## src/rtl/cpu_pkg.sv

```systemverilog
// Shared definitions for the multicycle CPU: opcodes, FSM states, instruction fields, flag bits.
package cpu_pkg;

    localparam int INSTR_W = 32;

    localparam logic [3:0] OP_NOP  = 4'd0;
    localparam logic [3:0] OP_MOV  = 4'd1;
    localparam logic [3:0] OP_ADD  = 4'd2;
    localparam logic [3:0] OP_SUB  = 4'd3;
    localparam logic [3:0] OP_AND  = 4'd4;
    localparam logic [3:0] OP_OR   = 4'd5;
    localparam logic [3:0] OP_XOR  = 4'd6;
    localparam logic [3:0] OP_SHL  = 4'd7;
    localparam logic [3:0] OP_SHR  = 4'd8;
    localparam logic [3:0] OP_JMP  = 4'd9;
    localparam logic [3:0] OP_JZ   = 4'd10;
    localparam logic [3:0] OP_CALL = 4'd11;
    localparam logic [3:0] OP_RET  = 4'd12;
    localparam logic [3:0] OP_HALT = 4'd13;
    localparam logic [3:0] OP_IN   = 4'd14;
    localparam logic [3:0] OP_ILL  = 4'd15;

    typedef enum logic [1:0] {
        S_FETCH  = 2'd0,
        S_EXEC   = 2'd1,
        S_HALTED = 2'd2
    } state_t;

    localparam int OP_HI      = 31;
    localparam int OP_LO      = 28;
    localparam int A_TYPE_BIT = 27;
    localparam int A_HI       = 26;
    localparam int A_LO       = 19;
    localparam int B_TYPE_BIT = 18;
    localparam int B_HI       = 17;
    localparam int B_LO       = 10;

    localparam int FLG_ILLEGAL   = 7;
    localparam int FLG_STK_UNDER = 6;
    localparam int FLG_STK_OVER  = 5;
    localparam int FLG_SHIFT_OVF = 4;
    localparam int FLG_CARRY     = 3;
    localparam int FLG_ZERO      = 2;

endpackage

```

## src/rtl/cpu_if.sv

```systemverilog
// Instruction fetch bus: the CPU requests an address and the ROM answers with a valid-qualified word.
interface cpu_if
    import cpu_pkg::*;
#(
    parameter int IP_W = 8
);
    logic               instr_req;
    logic [IP_W-1:0]    instr_addr;
    logic               instr_valid;
    logic [INSTR_W-1:0] instruction;

    modport master (output instr_req, output instr_addr, input instr_valid, input instruction);
    modport slave  (input instr_req, input instr_addr, output instr_valid, output instruction);
endinterface

```

## src/rtl/cpu_call_stack.sv

```systemverilog
// Return-address stack for CALL/RET; a push when full or a pop when empty leaves it unchanged.
module cpu_call_stack #(
    parameter int DEPTH = 4,
    parameter int W     = 8
) (
    input  logic         clk,
    input  logic         resetn,
    input  logic         push,
    input  logic         pop,
    input  logic [W-1:0] push_data,
    output logic [W-1:0] top,
    output logic         full,
    output logic         empty
);
    localparam int SP_W  = $clog2(DEPTH + 1);
    localparam int SLOTS = 1 << SP_W;

    logic [W-1:0]    mem_r [SLOTS];
    logic [SP_W-1:0] sp_r;

    assign full  = (sp_r == SP_W'(DEPTH));
    assign empty = (sp_r == {SP_W{1'b0}});
    assign top   = mem_r[sp_r - SP_W'(1)];

    // Stack storage and pointer update
    always_ff @(posedge clk or negedge resetn) begin
        if (!resetn) begin
            sp_r <= {SP_W{1'b0}};
            for (int i = 0; i < SLOTS; i++) begin
                mem_r[i] <= {W{1'b0}};
            end
        end else if (push && !full) begin
            mem_r[sp_r] <= push_data;
            sp_r        <= sp_r + SP_W'(1);
        end else if (pop && !empty) begin
            sp_r <= sp_r - SP_W'(1);
        end
    end
endmodule

```

## src/rtl/cpu_multicycle.sv

```systemverilog
// Multicycle CPU: FETCH/EXEC/HALTED sequencer, register file, flags and inline ALU.
// Optional macro CPU_CALL_STACK_EN builds the CALL/RET return stack; otherwise CALL/RET are illegal.
module cpu_multicycle
    import cpu_pkg::*;
#(
    parameter int DATA_W      = 8,
    parameter int IP_W        = 8,
    parameter int NUM_REGS    = 8,
    parameter int DOUT_REG    = 7,
    parameter int STACK_DEPTH = 4
) (
    input  logic              clk,
    input  logic              resetn,
    input  logic              enable,
    cpu_if.master             bus,
    input  logic [DATA_W-1:0] din,
    input  logic [3:0]        gpi,
    output logic [DATA_W-1:0] reg_dout,
    output logic [7:0]        reg_gout,
    output logic [7:0]        reg_flag
);
    localparam logic [3:0] DOUT_IDX = 4'(DOUT_REG);
    localparam logic [4:0] NREG     = 5'(NUM_REGS);

    state_t             state_r, state_next_s;
    logic               req_r, halted_r, gpi0_prev_r;
    logic [IP_W-1:0]    ip_r, ip_inc_s, ip_next_s, addr_s;
    logic [INSTR_W-1:0] ir_r;
    logic [DATA_W-1:0]  regs_r [16];
    logic [DATA_W-1:0]  dout_r, a_val_s, b_val_s, res_s;
    logic               zero_r, carry_r, shovf_r, illegal_r, stk_over_r, stk_under_r;
    logic [3:0]         op_s, a_idx_s, b_idx_s;
    logic               wr_s, zero_upd_s, carry_upd_s, carry_new_s, shovf_upd_s, shovf_new_s;
    logic               halt_s, ill_s, over_s, under_s;
    logic [DATA_W:0]    sum_s, diff_s;
    logic [DATA_W+15:0] shl_s, shr_s;
    logic               fetch_fire_s, exec_fire_s, wr_en_s, resume_s;
    logic               unused_ok_s;

    assign op_s     = ir_r[OP_HI:OP_LO];
    assign a_idx_s  = ir_r[A_LO+3:A_LO];
    assign b_idx_s  = ir_r[B_LO+3:B_LO];
    assign addr_s   = ir_r[IP_W-1:0];
    assign ip_inc_s = ip_r + IP_W'(1);

    // Register indices beyond the implemented file read as zero
    assign a_val_s = ir_r[A_TYPE_BIT]
                   ? (({1'b0, a_idx_s} < NREG) ? regs_r[a_idx_s] : {DATA_W{1'b0}})
                   : DATA_W'(ir_r[A_HI:A_LO]);
    assign b_val_s = ir_r[B_TYPE_BIT]
                   ? (({1'b0, b_idx_s} < NREG) ? regs_r[b_idx_s] : {DATA_W{1'b0}})
                   : DATA_W'(ir_r[B_HI:B_LO]);

    // Shifts run in a 16-bit-padded field so every bit pushed out stays visible for shift_ovf
    assign sum_s  = {1'b0, b_val_s} + {1'b0, a_val_s};
    assign diff_s = {1'b0, b_val_s} - {1'b0, a_val_s};
    assign shl_s  = {16'h0000, b_val_s} << a_val_s[3:0];
    assign shr_s  = {b_val_s, 16'h0000} >> a_val_s[3:0];

    assign fetch_fire_s = enable && (state_r == S_FETCH) && bus.instr_valid;
    assign exec_fire_s  = enable && (state_r == S_EXEC);
    assign resume_s     = enable && gpi[0] && !gpi0_prev_r;
    assign wr_en_s      = exec_fire_s && wr_s && ir_r[B_TYPE_BIT] && ({1'b0, b_idx_s} < NREG);
    assign unused_ok_s  = ^{ir_r[9:8], gpi[3:1]};

`ifdef CPU_CALL_STACK_EN
    logic            push_s, pop_s, stk_full_s, stk_empty_s;
    logic [IP_W-1:0] stk_top_s;

    cpu_call_stack #(.DEPTH(STACK_DEPTH), .W(IP_W)) u_call_stack (
        .clk       (clk),
        .resetn    (resetn),
        .push      (push_s && exec_fire_s),
        .pop       (pop_s && exec_fire_s),
        .push_data (ip_inc_s),
        .top       (stk_top_s),
        .full      (stk_full_s),
        .empty     (stk_empty_s)
    );
`else
    logic [4:0] unused_depth_s;
    assign unused_depth_s = 5'(STACK_DEPTH);
`endif

    // Instruction decode and ALU: result, write enable, flag updates and next ip
    always_comb begin
        res_s       = b_val_s;
        wr_s        = 1'b0;
        zero_upd_s  = 1'b0;
        carry_upd_s = 1'b0;
        carry_new_s = carry_r;
        shovf_upd_s = 1'b0;
        shovf_new_s = 1'b0;
        halt_s      = 1'b0;
        ill_s       = 1'b0;
        over_s      = 1'b0;
        under_s     = 1'b0;
        ip_next_s   = ip_inc_s;
`ifdef CPU_CALL_STACK_EN
        push_s      = 1'b0;
        pop_s       = 1'b0;
`endif
        case (op_s)
            OP_NOP:  ;
            OP_MOV:  begin res_s = a_val_s; wr_s = 1'b1; zero_upd_s = 1'b1; end
            OP_ADD:  begin res_s = sum_s[DATA_W-1:0]; carry_new_s = sum_s[DATA_W];
                           carry_upd_s = 1'b1; wr_s = 1'b1; zero_upd_s = 1'b1; end
            OP_SUB:  begin res_s = diff_s[DATA_W-1:0]; carry_new_s = diff_s[DATA_W];
                           carry_upd_s = 1'b1; wr_s = 1'b1; zero_upd_s = 1'b1; end
            OP_AND:  begin res_s = b_val_s & a_val_s; wr_s = 1'b1; zero_upd_s = 1'b1; end
            OP_OR:   begin res_s = b_val_s | a_val_s; wr_s = 1'b1; zero_upd_s = 1'b1; end
            OP_XOR:  begin res_s = b_val_s ^ a_val_s; wr_s = 1'b1; zero_upd_s = 1'b1; end
            OP_SHL:  begin res_s = shl_s[DATA_W-1:0]; shovf_new_s = |shl_s[DATA_W+15:DATA_W];
                           shovf_upd_s = 1'b1; wr_s = 1'b1; zero_upd_s = 1'b1; end
            OP_SHR:  begin res_s = shr_s[DATA_W+15:16]; shovf_new_s = |shr_s[15:0];
                           shovf_upd_s = 1'b1; wr_s = 1'b1; zero_upd_s = 1'b1; end
            OP_JMP:  ip_next_s = addr_s;
            OP_JZ:   begin
                if (a_val_s == {DATA_W{1'b0}}) ip_next_s = addr_s;
                else ip_next_s = ip_inc_s;
            end
`ifdef CPU_CALL_STACK_EN
            OP_CALL: begin
                ip_next_s = addr_s;
                if (stk_full_s) over_s = 1'b1;
                else push_s = 1'b1;
            end
            OP_RET:  begin
                if (stk_empty_s) under_s = 1'b1;
                else begin pop_s = 1'b1; ip_next_s = stk_top_s; end
            end
`else
            OP_CALL, OP_RET: ill_s = 1'b1;
`endif
            OP_HALT: halt_s = 1'b1;
            OP_IN:   begin res_s = din; wr_s = 1'b1; zero_upd_s = 1'b1; end
            OP_ILL:  ill_s = 1'b1;
            default: ill_s = 1'b1;
        endcase
    end

    // Next-state logic; every transition requires enable
    always_comb begin
        state_next_s = state_r;
        case (state_r)
            S_FETCH:  if (fetch_fire_s) state_next_s = S_EXEC; else state_next_s = state_r;
            S_EXEC:   begin
                if (exec_fire_s) state_next_s = halt_s ? S_HALTED : S_FETCH;
                else state_next_s = state_r;
            end
            S_HALTED: if (resume_s) state_next_s = S_FETCH; else state_next_s = state_r;
            default:  state_next_s = S_FETCH;
        endcase
    end

    // FSM state and the status bits derived from the next state
    always_ff @(posedge clk or negedge resetn) begin
        if (!resetn) begin
            state_r  <= S_FETCH;
            req_r    <= 1'b0;
            halted_r <= 1'b0;
        end else begin
            state_r  <= state_next_s;
            req_r    <= (state_next_s == S_FETCH);
            halted_r <= (state_next_s == S_HALTED);
        end
    end

    // Architectural state: ip, instruction register, registers, flags, output mirror
    always_ff @(posedge clk or negedge resetn) begin
        if (!resetn) begin
            ip_r        <= {IP_W{1'b0}};
            ir_r        <= {INSTR_W{1'b0}};
            dout_r      <= {DATA_W{1'b0}};
            gpi0_prev_r <= 1'b0;
            zero_r      <= 1'b0;
            carry_r     <= 1'b0;
            shovf_r     <= 1'b0;
            illegal_r   <= 1'b0;
            stk_over_r  <= 1'b0;
            stk_under_r <= 1'b0;
            for (int i = 0; i < 16; i++) begin
                regs_r[i] <= {DATA_W{1'b0}};
            end
        end else if (enable) begin
            gpi0_prev_r <= gpi[0];
            dout_r      <= regs_r[DOUT_IDX];
            if (fetch_fire_s) ir_r <= bus.instruction;
            if (wr_en_s) regs_r[b_idx_s] <= res_s;
            if (exec_fire_s) begin
                ip_r        <= ip_next_s;
                illegal_r   <= illegal_r | ill_s;
                stk_over_r  <= stk_over_r | over_s;
                stk_under_r <= stk_under_r | under_s;
                if (zero_upd_s) zero_r <= (res_s == {DATA_W{1'b0}});
                if (carry_upd_s) carry_r <= carry_new_s;
                if (shovf_upd_s) shovf_r <= shovf_new_s;
            end
        end
    end

    assign bus.instr_req  = req_r;
    assign bus.instr_addr = ip_r;
    assign reg_dout       = dout_r;
    assign reg_gout       = {1'b1, halted_r, 6'b000000};

    // Flag byte assembly
    always_comb begin
        reg_flag                = 8'h00;
        reg_flag[FLG_ILLEGAL]   = illegal_r;
        reg_flag[FLG_STK_UNDER] = stk_under_r;
        reg_flag[FLG_STK_OVER]  = stk_over_r;
        reg_flag[FLG_SHIFT_OVF] = shovf_r;
        reg_flag[FLG_CARRY]     = carry_r;
        reg_flag[FLG_ZERO]      = zero_r;
    end
endmodule

```

## src/flat_wrapper.sv

```systemverilog
// flat-port wrapper written by rule: the top's interface ports become plain ports
module cpu_multicycle_flat import cpu_pkg::*;
#(
    parameter int DATA_W      = 8,
    parameter int IP_W        = 8,
    parameter int NUM_REGS    = 8,
    parameter int DOUT_REG    = 7,
    parameter int STACK_DEPTH = 4
)
  (clk, resetn, enable, din, gpi, reg_dout, reg_gout, reg_flag, bus_instr_req, bus_instr_addr, bus_instr_valid, bus_instruction);
  cpu_if #(.IP_W(IP_W)) bus_i ();
  input  logic clk;
  input  logic resetn;
  input  logic enable;
  input  logic [DATA_W-1:0] din;
  input  logic [3:0] gpi;
  output logic [DATA_W-1:0] reg_dout;
  output logic [7:0] reg_gout;
  output logic [7:0] reg_flag;
  output wire logic [$bits(bus_i.instr_req)-1:0] bus_instr_req;
  output wire logic [$bits(bus_i.instr_addr)-1:0] bus_instr_addr;
  input wire logic [$bits(bus_i.instr_valid)-1:0] bus_instr_valid;
  input wire logic [$bits(bus_i.instruction)-1:0] bus_instruction;
  assign bus_instr_req = bus_i.instr_req;
  assign bus_instr_addr = bus_i.instr_addr;
  assign bus_i.instr_valid = bus_instr_valid;
  assign bus_i.instruction = bus_instruction;
  cpu_multicycle #(.DATA_W(DATA_W), .IP_W(IP_W), .NUM_REGS(NUM_REGS), .DOUT_REG(DOUT_REG), .STACK_DEPTH(STACK_DEPTH)) u_core (.clk(clk), .resetn(resetn), .enable(enable), .bus(bus_i), .din(din), .gpi(gpi), .reg_dout(reg_dout), .reg_gout(reg_gout), .reg_flag(reg_flag));
endmodule
```

## config.mk

```make
export PLATFORM = sky130hd
export DESIGN_NAME = cpu_multicycle_flat
export DESIGN_NICKNAME = d
export VERILOG_FILES = /design/src/rtl/cpu_pkg.sv /design/src/rtl/cpu_if.sv /design/src/rtl/cpu_call_stack.sv /design/src/rtl/cpu_multicycle.sv /design/src/flat_wrapper.sv
export SDC_FILE = /design/constraint.sdc
export NUM_CORES = 1
export LEC_CHECK = 0
export CAP_MARGIN = 40
export CORE_MARGIN = 2
export CORE_UTILIZATION = 50
export CTS_CLUSTER_DIAMETER = 120
export DETAILED_ROUTE_END_ITERATION = 8
export DONT_BUFFER_PORTS = 1
export GPL_TIMING_DRIVEN = 0
export SETUP_SLACK_MARGIN = 0.15
export SLEW_MARGIN = 25
export SYNTH_ARGS = -nofsm -noshare
export SYNTH_HDL_FRONTEND = slang
export SYNTH_HIERARCHICAL = 1
export SYNTH_SLANG_ARGS = --single-unit
```

## constraint.sdc

```tcl
create_clock -name clk -period 4.8 [get_ports clk]
set_clock_uncertainty 0.2 [all_clocks]
set_input_delay 0.48 -clock clk [delete_from_list [all_inputs] [get_ports clk]]
set_output_delay 0.48 -clock clk [all_outputs]
set_load 0.005 [all_outputs]
```

==> metrics.md <==
| Metric | Value |
|---|---|
| Synthesized area | `8406 sq um` |
| Drt wl/cell | `24.18 um` |
| Crit-path max cell delay | `500 ps` |
| GRT Overall Usage | `0.3042` |
| R2R Path End | `u_core/zero_r$_DFFE_PN0P_` |
| Post-DP HPWL | `19150 um` |
| Dominant cells by area after synthesis | `dfrtp_1, mux2_2, mux2i_1` |
| Pwr Total | `5.860 mW` |
| Vias in the first global route | `7045` |
| R2r worst-path depth | `18` |
| Tcrit/Tclk final | `0.9423` |
| Starting Density | `0.5087` |
| Req. time, crit path | `4920 ps` |
| Synth warnings | `6` |
| Netlist cell types | `83` |
| First DRT Iteration DRCs | `698` |
| I/O pins | `81` |
| FFs w/ async S/R, synth | `1.000` |
| Setup TNS | `0 ps` |
| Setup violators final | `0` |
| Fin Hold WS | `7.283 ps` |
| CTS Buf Count | `17` |
| Synth Instances | `821` |
| Critical-path top delay cell | `mux4_2` |
| Vias per std cell | `6.375` |
| Crit path capture type | `register` |
| Startpoint types | `register` |
| Layout cells sized above 1 | `0.2849` |
| Reg clk slew, reported paths | `60 ps` |
| Reg2Reg Launch Point | `u_core/ir_r[19]$_DFFE_PN0P_` |
| Layout area overhead | `17.59%` |
| Static Leak | `4.398 nW` |
| Data arrival, critical path | `4640 ps` |
| Cell area after layout | `9884 sq um` |
| Core Rows | `47` |
| Port Buffers | `0` |
| Sequential area share after synthesis | `0.3543` |
| Actual slew at the worst max-slew pin | `924.0 ps` |
| Commonest register cell after synthesis | `dfrtp_1` |
| Status | `finished, final reports clean` |
| Root Driver | `clkbuf_16` |
| Worst slew margin | `0.3840` |
| Clock buffer depth | `2` |
| Die Area | `17860 sq um` |
| Worst setup endpoint | `u_core/zero_r$_DFFE_PN0P_` |
| Die Ht | `133.7 um` |
| Routed wire length | `27130 um` |
| Slew Viols, Final | `0` |
| Fillers | `1382` |
| Count of state elements after synthesis | `119` |
| Worst hold path class | `in -> reg` |
| Fmax | `221.1 MHz` |
| Yosys top cell area share | `0.3543` |
| DIE WIDTH | `133.7 um` |
| H-tree Lvls | `4` |
| Core area | `16520 sq um` |
| Via count | `7153` |
| Final core utilization | `0.5982` |
| CTS tree | `built` |
| Largest net degree at the start of global routing | `120` |
| Final count of hold timing violations | `0` |
| TritonCTS Sinks | `119` |
| Post-synth EDFFs | `0` |
| # DRC | `0` |
| Setup crit start | `u_core/ir_r[19]$_DFFE_PN0P_` |
| Final ANT Viol Nets | `0` |
| Number of max-cap violations | `0` |
| Worst-Skew Late Latency | `420 ps` |
| PD cells | `592.8 nW/um^2` |
| Pre-antenna DRT Iters | `5` |
| Crit Path Class | `reg -> reg` |
| Final Wtd Congestion | `0.9985` |
| Placement Cell Area | `8778 sq um` |
| First-pass GRT wire length | `41120 um` |
| Initial antenna violation count | `1` |
| Avg Cell Area, Syn | `10.24 sq um` |
| Nets | `965` |
| R2R Setup Slk | `280 ps` |
| Ant. Diodes | `0` |
| CP Cell Sequence | `buf_6 > buf_8 > mux4_2 > mux2_2 > nand2_1 > nand2_1 > ha_1 > mux2_2 > a211oi_1 > o22a_1 > o211ai_1 > a211oi_1 > o21ai_1 > a31oi_2 > buf_4 > a22oi_2 > buf_4 > o41ai_2` |
| Unrepaired setup endpoints after global routing | `no` |
| GRT overflow | `0` |
| Worst-case vdd ir drop | `344.9 uV` |
| Worst Path Max Fanout | `10` |
| Min Clock Period, post-route | `4523 ps` |
| Cell taking the most area after synthesis | `dfrtp_1` |
[final cells by class]
class | count | area, sq um | area share
tap | 220 | 275.3 | 0.02785
clock inverter | 14 | 165.2 | 0.01671
sequential | 119 | 2978 | 0.3013
clock buffer | 18 | 429.2 | 0.04342
timing repair buffer | 39 | 360.3 | 0.03646
multi-input combinational | 615 | 5111 | 0.5171
buffer | 64 | 436.7 | 0.04418
inverter | 33 | 128.9 | 0.01304
[synthesized netlist by cell type (all sizes together), types with 16 or more instances]
cell	count
a21oi	49
mux2i	50
nor2b	18
dfrtp	119
a22oi	16
o21ai	32
nand2	60
nor2	45
inv	30
buf	44
nand3	21
mux2	105
clkbuf	20
ha	26
[routing by layer]
metal	wire length, um	global-route usage	share of wire
met2	13250	0.5023	0.49
met3	1810	0.05898	0.067
met1	11230	0.3985	0.41
met4	819	0.1135	0.030
met5	13	0	0.00048
[metrics by stage]
stage,std cells,setup WS (ps)
6_report,1122,277.0
5_1_grt,1122,128.6
4_1_cts,1100,151.3
3_5_place_dp,1056,-517.9
3_3_place_gp,1050,-462.7
2_1_floorplan,830,610.5
[sequential cells by signal, indices dropped and copies added (netlist names)]
register               cells
u_core/regs_r             64
u_core/ir_r               30
u_core/bus.instr_addr      8
u_core/reg_dout            8
u_core/state_r             2
u_core/bus.instr_req       1
u_core/carry_r             1
u_core/gpi0_prev_r         1
u_core/halted_r            1
u_core/illegal_r           1
u_core/shovf_r             1
u_core/zero_r              1
[kinds of logic (layout without fill, tap and decap cells)]
logic type,Yosys count,count (layout),synth area share
and+or+nand+nor,206,206,0.1250
AOI/OAI and AO/OA,194,195,0.1690
muxes,170,170,0.2404
DFF,119,119,0.3543
buffers and inverters,97,168,0.06177
adders and majority gates,28,28,0.04347
xor gates and xnor gates,5,5,0.005211
other,2,11,0.0008935
[worst min path at each step]
stage	startpoint	endpoint	slack, ps	cells after the start
floorplan	resetn	u_core/bus.instr_addr[0]$_DFFE_PN0P_	-20	0
global placement	resetn	u_core/ir_r[29]$_DFFE_PN0P_	-10	0
detailed placement	resetn	u_core/ir_r[29]$_DFFE_PN0P_	-10	0
CTS	bus_instruction[16]	u_core/ir_r[16]$_DFFE_PN0P_	0.1	1
global route	bus_instruction[10]	u_core/ir_r[10]$_DFFE_PN0P_	4	1
finish	bus_instruction[10]	u_core/ir_r[10]$_DFFE_PN0P_	7	1
[power by group]
part	leakage [nW]	switching (mW)	internal (mW)
Combinational	2.55	1.80	1.25
Sequential	1.56	0.240	1.27
Clock	0.285	0.522	0.779
Total	4.40	2.56	3.30
[critical path, delay by kind of cell, from the launching register on]
| family | cells | cell delay [ps] |
|---|---|---|
| compound gates | 8 | 1380 |
| fa+ha+maj | 1 | 340 |
| flops | 1 | 340 |
| simple gates | 2 | 350 |
| mux | 3 | 1060 |
| buf+inv | 4 | 710 |
[placed cells by master (no fill, tap or decap), drive strengths merged, types with 13 or more instances in the layout]
master       instances
buf                 65
nor2                45
inv                 37
mux4                15
nand2               60
ha                  26
clkbuf              40
mux2i               50
a22oi               17
a21oi               49
nor2b               18
o21ai               32
nand3               21
mux2               105
dfrtp              119
dlygate4sd3         15
nor3                13
[timing repair]
item	CTS	global route
hold endpoints to repair	125	8
pin swaps	2	7
setup endpoints to repair	33	45
resized for setup	17	29
gates cloned	0	1
hold buffers	8	8
buffers inserted	4	13
Note: power is estimated with default switching activity, not from simulation.
